==> src/rtl/irq_ctrl.sv <==
// Interrupt controller: synchronises, latches, masks and prioritises source lines,
// and presents one one-hot interrupt to the core until end-of-interrupt.
module irq_ctrl #(
  parameter int N_IRQ       = 32,
  parameter int SYNC_STAGES = 2
) (
  input  logic             clk,
  input  logic             resetn,
  input  logic [N_IRQ-1:0] src_irq,
  output logic [31:0]      irq,
  input  logic             eoi,
  input  logic             cfg_we,
  input  logic             cfg_re,
  input  logic [3:0]       cfg_addr,
  input  logic [31:0]      cfg_wdata,
  output logic [31:0]      cfg_rdata,
  output logic             cfg_rvalid
);

  localparam logic [1:0] S_IDLE   = 2'd0;
  localparam logic [1:0] S_ACTIVE = 2'd1;
  localparam logic [1:0] S_GAP    = 2'd2;

  logic [N_IRQ-1:0] sync_q [SYNC_STAGES];
  logic [N_IRQ-1:0] s, s_d_q, edge_det;
  logic [N_IRQ-1:0] enable_q, edge_sel_q, pending_q, pending_d;
  logic [N_IRQ-1:0] w1c, eoi_clr, req;
  logic [1:0]       state_q, state_d;
  logic [31:0]      irq_q, irq_d, rdata_d, rdata_q;
  logic [31:0]      en32, es32, pend32;
  logic [4:0]       id_q, id_d, sel;
  logic             rvalid_q, eoi_act;
  logic             wr_en, wr_es, wr_pend;
  logic             unused_bits;

  assign unused_bits = ^{cfg_addr[1:0], cfg_wdata};

  assign s        = sync_q[SYNC_STAGES-1];
  assign edge_det = s & ~s_d_q;
  assign wr_en    = cfg_we && (cfg_addr[3:2] == 2'd0);
  assign wr_es    = cfg_we && (cfg_addr[3:2] == 2'd1);
  assign wr_pend  = cfg_we && (cfg_addr[3:2] == 2'd2);
  assign eoi_act  = eoi && (state_q == S_ACTIVE);
  assign w1c      = wr_pend ? cfg_wdata[N_IRQ-1:0] : '0;

  // Edge-mode bits: a new edge beats any clear in the same cycle; level bits follow s.
  always_comb begin
    eoi_clr = '0;
    for (int i = 0; i < N_IRQ; i++) eoi_clr[i] = eoi_act && (id_q == 5'(i));
    pending_d = (edge_sel_q & (edge_det | (pending_q & ~(w1c | eoi_clr))))
              | (~edge_sel_q & s);
  end

  always_comb begin
    req = pending_q & enable_q;
    sel = '0;
    for (int i = N_IRQ - 1; i >= 0; i--) begin
      if (req[i]) sel = 5'(i);
    end
  end

  always_comb begin
    state_d = state_q;
    irq_d   = irq_q;
    id_d    = id_q;
    case (state_q)
      S_IDLE: begin
        if (|req) begin
          id_d    = sel;
          irq_d   = 32'd1 << sel;
          state_d = S_ACTIVE;
        end else begin
          irq_d = '0;
        end
      end
      S_ACTIVE: begin
        if (eoi) begin
          irq_d   = '0;
          state_d = S_GAP;
        end
      end
      S_GAP: begin
        irq_d   = '0;
        state_d = S_IDLE;
      end
      default: begin
        irq_d   = '0;
        state_d = S_IDLE;
      end
    endcase
  end

  always_comb begin
    en32   = '0;
    es32   = '0;
    pend32 = '0;
    en32[N_IRQ-1:0]   = enable_q;
    es32[N_IRQ-1:0]   = edge_sel_q;
    pend32[N_IRQ-1:0] = pending_q;
    rdata_d = '0;
    if (cfg_re) begin
      case (cfg_addr[3:2])
        2'd0: rdata_d = en32;
        2'd1: rdata_d = es32;
        2'd2: rdata_d = pend32;
        default: rdata_d = (state_q == S_ACTIVE) ? {1'b1, 26'd0, id_q} : 32'd0;
      endcase
    end
  end

  always_ff @(posedge clk or negedge resetn) begin
    if (!resetn) begin
      for (int i = 0; i < SYNC_STAGES; i++) sync_q[i] <= '0;
      s_d_q      <= '0;
      enable_q   <= '0;
      edge_sel_q <= '0;
      pending_q  <= '0;
      state_q    <= S_IDLE;
      irq_q      <= '0;
      id_q       <= '0;
      rdata_q    <= '0;
      rvalid_q   <= 1'b0;
    end else begin
      sync_q[0] <= src_irq;
      for (int i = 1; i < SYNC_STAGES; i++) sync_q[i] <= sync_q[i-1];
      s_d_q     <= s;
      if (wr_en) enable_q <= cfg_wdata[N_IRQ-1:0];
      if (wr_es) edge_sel_q <= cfg_wdata[N_IRQ-1:0];
      pending_q <= pending_d;
      state_q   <= state_d;
      irq_q     <= irq_d;
      id_q      <= id_d;
      rdata_q   <= rdata_d;
      rvalid_q  <= cfg_re;
    end
  end

  assign irq        = irq_q;
  assign cfg_rdata  = rdata_q;
  assign cfg_rvalid = rvalid_q;

endmodule

==> config.mk <==
export PLATFORM = sky130hd
export DESIGN_NAME = irq_ctrl
export DESIGN_NICKNAME = d
export VERILOG_FILES = /design/src/rtl/irq_ctrl.sv
export SDC_FILE = /design/constraint.sdc
export NUM_CORES = 1
export LEC_CHECK = 0
export CAP_MARGIN = 15
export CORE_UTILIZATION = 35
export CTS_CLUSTER_DIAMETER = 150
export DETAILED_ROUTE_END_ITERATION = 16
export PLACE_DENSITY_LB_ADDON = 0.08
export SLEW_MARGIN = 20
export SYNTH_ARGS = -nofsm -noshare
export SYNTH_HDL_FRONTEND = slang
export SYNTH_SLANG_ARGS = --single-unit
==> constraint.sdc <==
create_clock -name clk -period 2.7 [get_ports clk]
set_clock_uncertainty 0.15 [all_clocks]
set_input_delay 0.405 -clock clk [delete_from_list [all_inputs] [get_ports clk]]
set_output_delay 0.405 -clock clk [all_outputs]
set_load 0.01 [all_outputs]
==> out/results.ini, run 1 <==
[status]
status=completed

[floorplan]
total_number_of_placement_rows=62
fp.dieArea_um2=30100
die_width_um=174
initial_core_util_pct=35.7
floorplan.die.height_um=174
core_footprint_um2=28900
ios=138

[sta]
finalSetupViolCount=0
setup_total_negative_slack_ns=0
worst-slew-pin-transition_ns=0.721
worst_slew_margin_rel_pct=51.9
rsz0062_at_grt=false
layout_min_cycle_time_ns=2.51
report.final.hold_viol_count=0
max_freq_mhz=398
share_of_the_cycle_needed_by_the_critical_path_after_routing_pct=93.0
final_slew_violations=0

[grt]
globalRoute.totalOverflow=0
antenna_found_initial=2
first_global_vias=7270
grt_max_degree=69
grt_first_pass_wirelength_mm=42.6
gr-usage-all-layers_pct=18.2

[critical_path]
critical_path.max_fanout=7
cp_data_arrival_time_ns=2.84
crit_path_end_kind=register
setup_crit_path_kind=reg -> reg
start_kind=register
worst_ep_required_time_ns=3.03

[clock_network]
cts.path.max_buffers=3
cts_tree=built
clock_tree.htree_level_count=1
clock-root-buffer=sky130_fd_sc_hd__clkbuf_16
worst_setup_hold_path_clk_slew_ns=0.06
worstSkewPairLatency_ns=0.55
number_of_setup_buffers_added_after_cts=0
cts_made_buffers=30
cts_sinks=264

[placed_design]
port_buffers=135
dpl.cell_count=1355
gp_congestion=0.773
hpwl_after_dpl_mm=18.9

[synth]
synth_most_common_cell=sky130_fd_sc_hd__dfrtp_1
yosysTopAreaCellShare_pct=64.2
ys_top_cells_by_area=sky130_fd_sc_hd__dfrtp_1 (64%), sky130_fd_sc_hd__mux2_2 (7.5%), sky130_fd_sc_hd__nand2_1 (4.8%)
synth_flop_cell=sky130_fd_sc_hd__dfrtp_1
ys_top_cells_by_count=sky130_fd_sc_hd__dfrtp_1 (264), sky130_fd_sc_hd__nand2_1 (132), sky130_fd_sc_hd__mux2_2 (69)
synth_area_per_cell_um2=12.7
async_reset_ff_share_pct=100
ys_types=45
syn_inst=814
post_synth_edffs=0
postSynthRegisterBits=264
mappedNetlistArea_um2=10300
synth.net_count=887
synth-seq-area-share_pct=64.2
ys.warnings.count=0
synthDominantAreaCellType=sky130_fd_sc_hd__dfrtp_1

[finish]
finish.net_count=1077
post_route_cells_drive_above_1_share_pct=18.5
area_growth_pct=30.5
stdcell_count=1412
layout.filler_cells=2729

[routing]
avgRoutedWirePerCell_um=19.2
initialDrtViolationCount=405
antenna_left=0
detail_route.first_pass.iterations=7
vias_after_detailed_routing=7080
post_drt_via_cell_ratio=5.01
route.final.wire_length_mm=27.1
remaining_drc_errors=0

[power_and_ir_drop]
worst_vdd_rail_ir_drop_v=0.000466
power_density_nw_per_um2=834
power_leakage_uw=0.00591

[job]
max_cap_viol_count=0

[worst_hold_path]
hold_class=in -> reg

[final timing paths]
path	to	startpoint	slack [ns]	cells after the start
setup / recovery	irq[29]	pend32[3]	0.19	6
hold / removal	sync_q[50]	src_irq[18]	0.14	1
setup reg to reg	irq[29]	pend32[3]	0.19	6
hold reg to reg	s[13]	sync_q[45]	0.18	0
max in group asynchronous	s[5]	resetn	1.41	3
min in group asynchronous	s[27]	resetn	0.27	2
[stage by stage]
stage / util (%) / hold slack (ns) / worst slack, ns / power, uW / cell area [um2]
floorplan: - / -0.0406 / 0.487 / 6150 / 10300
global placement: 43.2 / 0.182 / 0.220 / 7390 / 12500
detailed placement: 43.2 / 0.185 / 0.144 / 7410 / 12500
CTS: 46.6 / 0.120 / 0.0992 / 11300 / 13400
global route: 46.6 / 0.126 / 0.0191 / 11800 / 13400
finish: 46.6 / 0.137 / 0.189 / 11200 / 13400
[routing by layer]
| metal | routed length (um) | part of all wire, % | up-vias | global-route usage (%) |
|---|---|---|---|---|
| li1 | - | - | 3328 | - |
| met1 | 12700 | 47 | 3532 | 25.8 |
| met2 | 12500 | 46 | 181 | 29.0 |
| met3 | 1190 | 4.4 | 39 | 2.85 |
| met4 | 653 | 2.4 | 0 | 5.09 |
| met5 | 0 | 0 | - | 0 |
[registers in the layout, summed over array words and instances (netlist names)]
register	count
en32	32
id_q	5
pend32	32
s	32
cfg_rvalid	1
s_d_q	32
state_q	2
sync_q	32
irq	32
cfg_rdata	32
edge_sel_q	32
[where the power goes]
part           switching (uW)  internal, uW  total, uW
Sequential                442          4450       4890
Clock                    1590          2280       3870
Combinational            1310          1140       2450
Total                    3350          7860      11200
[critical path, stage by stage, from the launching register on]
cell,delay (ns)
sky130_fd_sc_hd__dfrtp_1,0.42
sky130_fd_sc_hd__a22oi_1,0.41
sky130_fd_sc_hd__nand4_1,0.18
sky130_fd_sc_hd__a211oi_1,0.33
sky130_fd_sc_hd__or4_4,0.24
sky130_fd_sc_hd__nor3b_2,0.49
sky130_fd_sc_hd__a22o_1,0.21
[what timing repair did]
item,in CTS,in global routing
resized for setup,0,1
hold buffers,1,0
endpoints found under the setup margin,0,4
hold endpoints to repair,63,0
[layout by cell type, fill, tap and decap left out, types with 10 or more instances in the layout]
master,instances
sky130_fd_sc_hd__mux2i_1,26
sky130_fd_sc_hd__clkbuf_16,31
sky130_fd_sc_hd__nand2_1,132
sky130_fd_sc_hd__mux2_2,69
sky130_fd_sc_hd__a21o_1,32
sky130_fd_sc_hd__a22o_1,23
sky130_fd_sc_hd__nor2_1,17
sky130_fd_sc_hd__nor3_1,11
sky130_fd_sc_hd__buf_4,49
sky130_fd_sc_hd__dfrtp_1,264
sky130_fd_sc_hd__nor2b_1,10
sky130_fd_sc_hd__o21ai_0,46
sky130_fd_sc_hd__a22oi_1,14
sky130_fd_sc_hd__and2_1,34
sky130_fd_sc_hd__clkdlybuf4s50_1,133
sky130_fd_sc_hd__a221oi_1,32
[kinds of logic (layout without fill, tap and decap cells)]
family	Yosys count	after routing	share of synthesized area, %
DFF	264	264	64.2
and+or+nand+nor	236	236	11.0
AOI/OAI and AO/OA	186	186	13.2
muxes	97	97	10.5
buffers and inverters	31	243	1.13
other	0	2	0
[area by class of cell]
type	instances	area (um2)	area share, %
Clock inverter	11	63.8	0.475
Timing Repair Buffer	189	1810	13.5
Sequential cell	264	6610	49.2
Antenna cell	2	5.00	0.0372
Clock buffer	43	891	6.63
Multi-Input combinational cell	519	3580	26.7
Tap cell	384	480	3.57
Power figures use the tool's default switching activity.
==> run 2, diff against run 1 <==
--- a/config.mk
+++ b/config.mk
@@ -5,10 +5,12 @@
 export SDC_FILE = /design/constraint.sdc
 export NUM_CORES = 1
 export LEC_CHECK = 0
+export ABC_AREA = 1
 export CAP_MARGIN = 15
 export CORE_UTILIZATION = 35
 export CTS_CLUSTER_DIAMETER = 150
 export DETAILED_ROUTE_END_ITERATION = 16
+export MAX_ROUTING_LAYER = met4
 export PLACE_DENSITY_LB_ADDON = 0.08
 export SLEW_MARGIN = 20
 export SYNTH_ARGS = -nofsm -noshare
==> run 2 against run 1 <==
Effect of this change:
- critical path depth is 29 higher
- core utilization is 0.42 points lower
- highest routed layer unchanged
- via count is 9.3% higher
- setup slack worse by 0.32 ns
- area after synthesis is 0.53% lower
- the flow now finishes with violations (setup timing)
- routed wire length is 1.5% lower
- total power is 5.5% lower
==> out/results.ini, run 2 <==
[placed_design]
detailed_place.area_um2=12300  ; was 12500 um2
port_buffers=135  ; unchanged
gp_congestion=0.880  ; was 0.773
hpwl_after_dpl_mm=18.3  ; was 18.9 mm
dpl.cell_count=1614  ; was 1355
detailedPlace.worstSlack_ns=-0.114  ; was 0.144 ns

[power_and_ir_drop]
fraction_of_power_spent_switching_nets_pct=29.7  ; was 29.9%
power_leakage_uw=0.00646  ; was 0.00591 uW
worst_vdd_rail_ir_drop_v=0.000533  ; was 0.000466 V
clockPowerShare_pct=36.6  ; was 34.5%
power_density_nw_per_um2=797  ; was 834 nW/um2
power_switching_uw=3140  ; was 3350 uW
portion_of_total_power_attributed_to_combinational_logic_pct=19.0  ; was 21.9%
internal-power_uw=7450  ; was 7860 uW
sequentialPowerShare_pct=44.4  ; was 43.6%

[synth]
mappedNetlistArea_um2=10200  ; was 10300 um2
synth-seq-area-share_pct=64.5  ; was 64.2%
ys_top_cells_by_count=sky130_fd_sc_hd__nand2_1 (422), sky130_fd_sc_hd__dfrtp_1 (264), sky130_fd_sc_hd__inv_1 (85)  ; was sky130_fd_sc_hd__dfrtp_1 (264), sky130_fd_sc_hd__nand2_1 (132), sky130_fd_sc_hd__mux2_2 (69)
ys_top_cells_by_area=sky130_fd_sc_hd__dfrtp_1 (65%), sky130_fd_sc_hd__nand2_1 (15%), sky130_fd_sc_hd__inv_1 (3.1%)  ; was sky130_fd_sc_hd__dfrtp_1 (64%), sky130_fd_sc_hd__mux2_2 (7.5%), sky130_fd_sc_hd__nand2_1 (4.8%)
yosysTopAreaCellShare_pct=64.5  ; was 64.2%
ys_types=30  ; was 45
syn_inst=1094  ; was 814
postSynthRegisterBits=264  ; unchanged
post_synth_edffs=0  ; unchanged
synthDominantAreaCellType=sky130_fd_sc_hd__dfrtp_1  ; unchanged
synth_flop_cell=sky130_fd_sc_hd__dfrtp_1  ; unchanged
async_reset_ff_share_pct=100  ; unchanged
ys.warnings.count=0  ; unchanged
synth_most_common_cell=sky130_fd_sc_hd__nand2_1  ; was sky130_fd_sc_hd__dfrtp_1
synth.net_count=1167  ; was 887
synth_area_per_cell_um2=9.36  ; was 12.7 um2

[routing]
dr_wl_met3_mm=1.01  ; was 1.19 mm
route.layer.met1.wl_mm=13.0  ; was 12.7 mm
detail_route.first_pass.iterations=5  ; was 7
remaining_drc_errors=0  ; unchanged
route.final.wire_length_mm=26.6  ; was 27.1 mm
initialDrtViolationCount=456  ; was 405
vias_after_detailed_routing=7739  ; was 7080
post_drt_via_cell_ratio=4.63  ; was 5.01
detailroute.wirelength.met2_mm=12.1  ; was 12.5 mm
avgRoutedWirePerCell_um=15.9  ; was 19.2 um
antenna_left=0  ; unchanged
topRoutingLayerUsed=met4  ; unchanged

[clock_network]
clock-root-buffer=sky130_fd_sc_hd__clkbuf_16  ; unchanged
worstSkewPairLatency_ns=0.55  ; about the same
cts_tree=built  ; unchanged
clock_tree.htree_level_count=1  ; unchanged
cts_sinks=264  ; unchanged
cts.path.max_buffers=3  ; unchanged
cts_made_buffers=29  ; was 30
worst_setup_hold_path_clk_slew_ns=0.06  ; about the same

[critical_path]
worst_ep_required_time_ns=3.03  ; about the same
reg2reg_depth=35  ; was 6
setup_crit_path_kind=reg -> reg  ; unchanged
reg2reg_setup_slack_ns=-0.13  ; was 0.19 ns
cpMaxStageDelayCell=sky130_fd_sc_hd__dfrtp_1  ; was sky130_fd_sc_hd__nor3b_2
crit_path_end_kind=register  ; unchanged
start_kind=register  ; unchanged
cpMostUsedCell=sky130_fd_sc_hd__nand2_1
rr_endpoint=irq[2]  ; was irq[29]
critPathLaunch=en32[31]  ; was pend32[3]
critical_path.max_fanout=4  ; was 7
cp_data_arrival_time_ns=3.16  ; was 2.84 ns
critical_path.endpoint=irq[2]  ; was irq[29]
worstReg2RegStart=en32[31]  ; was pend32[3]
worst_path_largest_cell_delay_ns=0.38  ; was 0.49 ns

[sta]
layout_setup_ws_ns=-0.129  ; was 0.189 ns
share_of_the_cycle_needed_by_the_critical_path_after_routing_pct=105  ; was 93.0%
final_slew_violations=0  ; unchanged
max_freq_mhz=353  ; was 398 MHz
rsz0062_at_grt=true  ; was false
worst-slew-pin-transition_ns=1.02  ; was 0.721 ns
worst_slew_margin_rel_pct=31.8  ; was 51.9%
layout_min_cycle_time_ns=2.83  ; was 2.51 ns
hold-worst-slack_ns=0.139  ; was 0.137 ns
report.final.hold_viol_count=0  ; unchanged
finalSetupViolCount=30  ; was 0

[floorplan]
die_width_um=173  ; was 174 um
total_number_of_placement_rows=62  ; unchanged
core_footprint_um2=28800  ; was 28900 um2
initial_core_util_pct=35.6  ; was 35.7%
ios=138  ; unchanged
fp.dieArea_um2=30000  ; was 30100 um2
floorplan.die.height_um=173  ; was 174 um

[finish]
finish.net_count=1340  ; was 1077
post_route_cells_drive_above_1_share_pct=8.47  ; was 18.5%
area_growth_pct=29.7  ; was 30.5%
stdcell_count=1671  ; was 1412
num_antenna_cells=0  ; was 2
layout.filler_cells=2790  ; was 2729
layout.cells.most_common=sky130_fd_sc_hd__nand2_1  ; was sky130_fd_sc_hd__dfrtp_1
commonest_non_fill_non_tap_cells_in_the_layout=sky130_fd_sc_hd__nand2_1 (418), sky130_fd_sc_hd__dfrtp_1 (264), sky130_fd_sc_hd__clkdlybuf4s50_1 (134), sky130_fd_sc_hd__inv_1 (84), sky130_fd_sc_hd__o21ai_0 (63)  ; was sky130_fd_sc_hd__dfrtp_1 (264), sky130_fd_sc_hd__clkdlybuf4s50_1 (133), sky130_fd_sc_hd__nand2_1 (132), sky130_fd_sc_hd__mux2_2 (69), sky130_fd_sc_hd__buf_4 (49)
final_design_area_no_fill_um2=13300  ; was 13400 um2
final_core_utilization_pct=46.2  ; was 46.6%

[grt]
first_global_vias=7860  ; was 7270
gr-usage-all-layers_pct=18.9  ; was 18.2%
globalRoute.totalOverflow=0  ; unchanged
antenna_found_initial=0  ; was 2
grt_max_degree=63  ; was 69
grt_first_pass_wirelength_mm=43.2  ; was 42.6 mm

[worst_hold_path]
hold_class=in -> reg  ; unchanged

[job]
max_cap_viol_count=0  ; unchanged

[status]
status=finished, violations left  ; was completed
failed_checks=setup timing

[run 2: worst min-delay path by stage]
stage                startpoint            to  slack [ns]  depth (start not counted)
floorplan                resetn  cfg_rdata[0]       -0.04                          0
global placement     sync_q[55]         s[23]        0.18                          0
detailed placement   sync_q[43]         s[11]        0.18                          0
CTS                 src_irq[31]    sync_q[63]        0.12                          1
global route        src_irq[19]    sync_q[51]        0.13                          1
finish              src_irq[31]    sync_q[63]        0.14                          1
[run 2: logic make-up (layout without fill, tap and decap cells)]
group	Yosys count	count (layout)	synth area share (%)
AOI/OAI and AO/OA	151	151	8.81
and+or+nand+nor	551	551	21.9
buffers and inverters	128	321	4.75
DFF	264	264	64.5
[run 2: layout make-up]
class	instances	area [um2]	share of cell area, %
timing repair buffer	178	1750	13.2
clock buffer	43	838	6.31
tap	384	480	3.62
inverter	92	345	2.60
sequential	264	6610	49.7
multi-input combinational	702	3170	23.8
clock inverter	8	97.6	0.735
[run 2: per-stage QoR]
step                power [uW]  setup TNS [ns]
finish                   10600           -2.27
floorplan                 5860               0
CTS                      10700           -1.67
global placement          6760          -0.978
detailed placement        6770           -1.13
global route             11200          -14.44
[run 2: power groups by stage]
stage | sequential, uW | clock [uW] | combinational, uW
finish | 4700 | 3880 | 2020
global route | 4760 | 4160 | 2280
CTS | 4700 | 4000 | 2030
detailed placement | 4760 | 0 | 2000
global placement | 4760 | 0 | 2000
floorplan | 4730 | 0 | 1140
[run 2: critical path: cells and delay by family (launching register included)]
kind	cells	cell delay [ns]
simple gates	34	2.15
flops	1	0.38
buf+inv	1	0.04
[run 2: layer usage]
layer,GRT usage [%],vias to the layer above
met5,-,-
met4,4.20,0
met3,2.86,37
met2,29.3,163
met1,26.2,3686
li1,-,3853
[run 2: timing repair]
action	in CTS	in global routing
setup endpoints to repair	31	33
endpoints found under the hold margin	45	0
pin swaps	4	9
gates cloned	0	0
resized for setup	0	6
buffers inserted	4	1
hold buffers	1	0
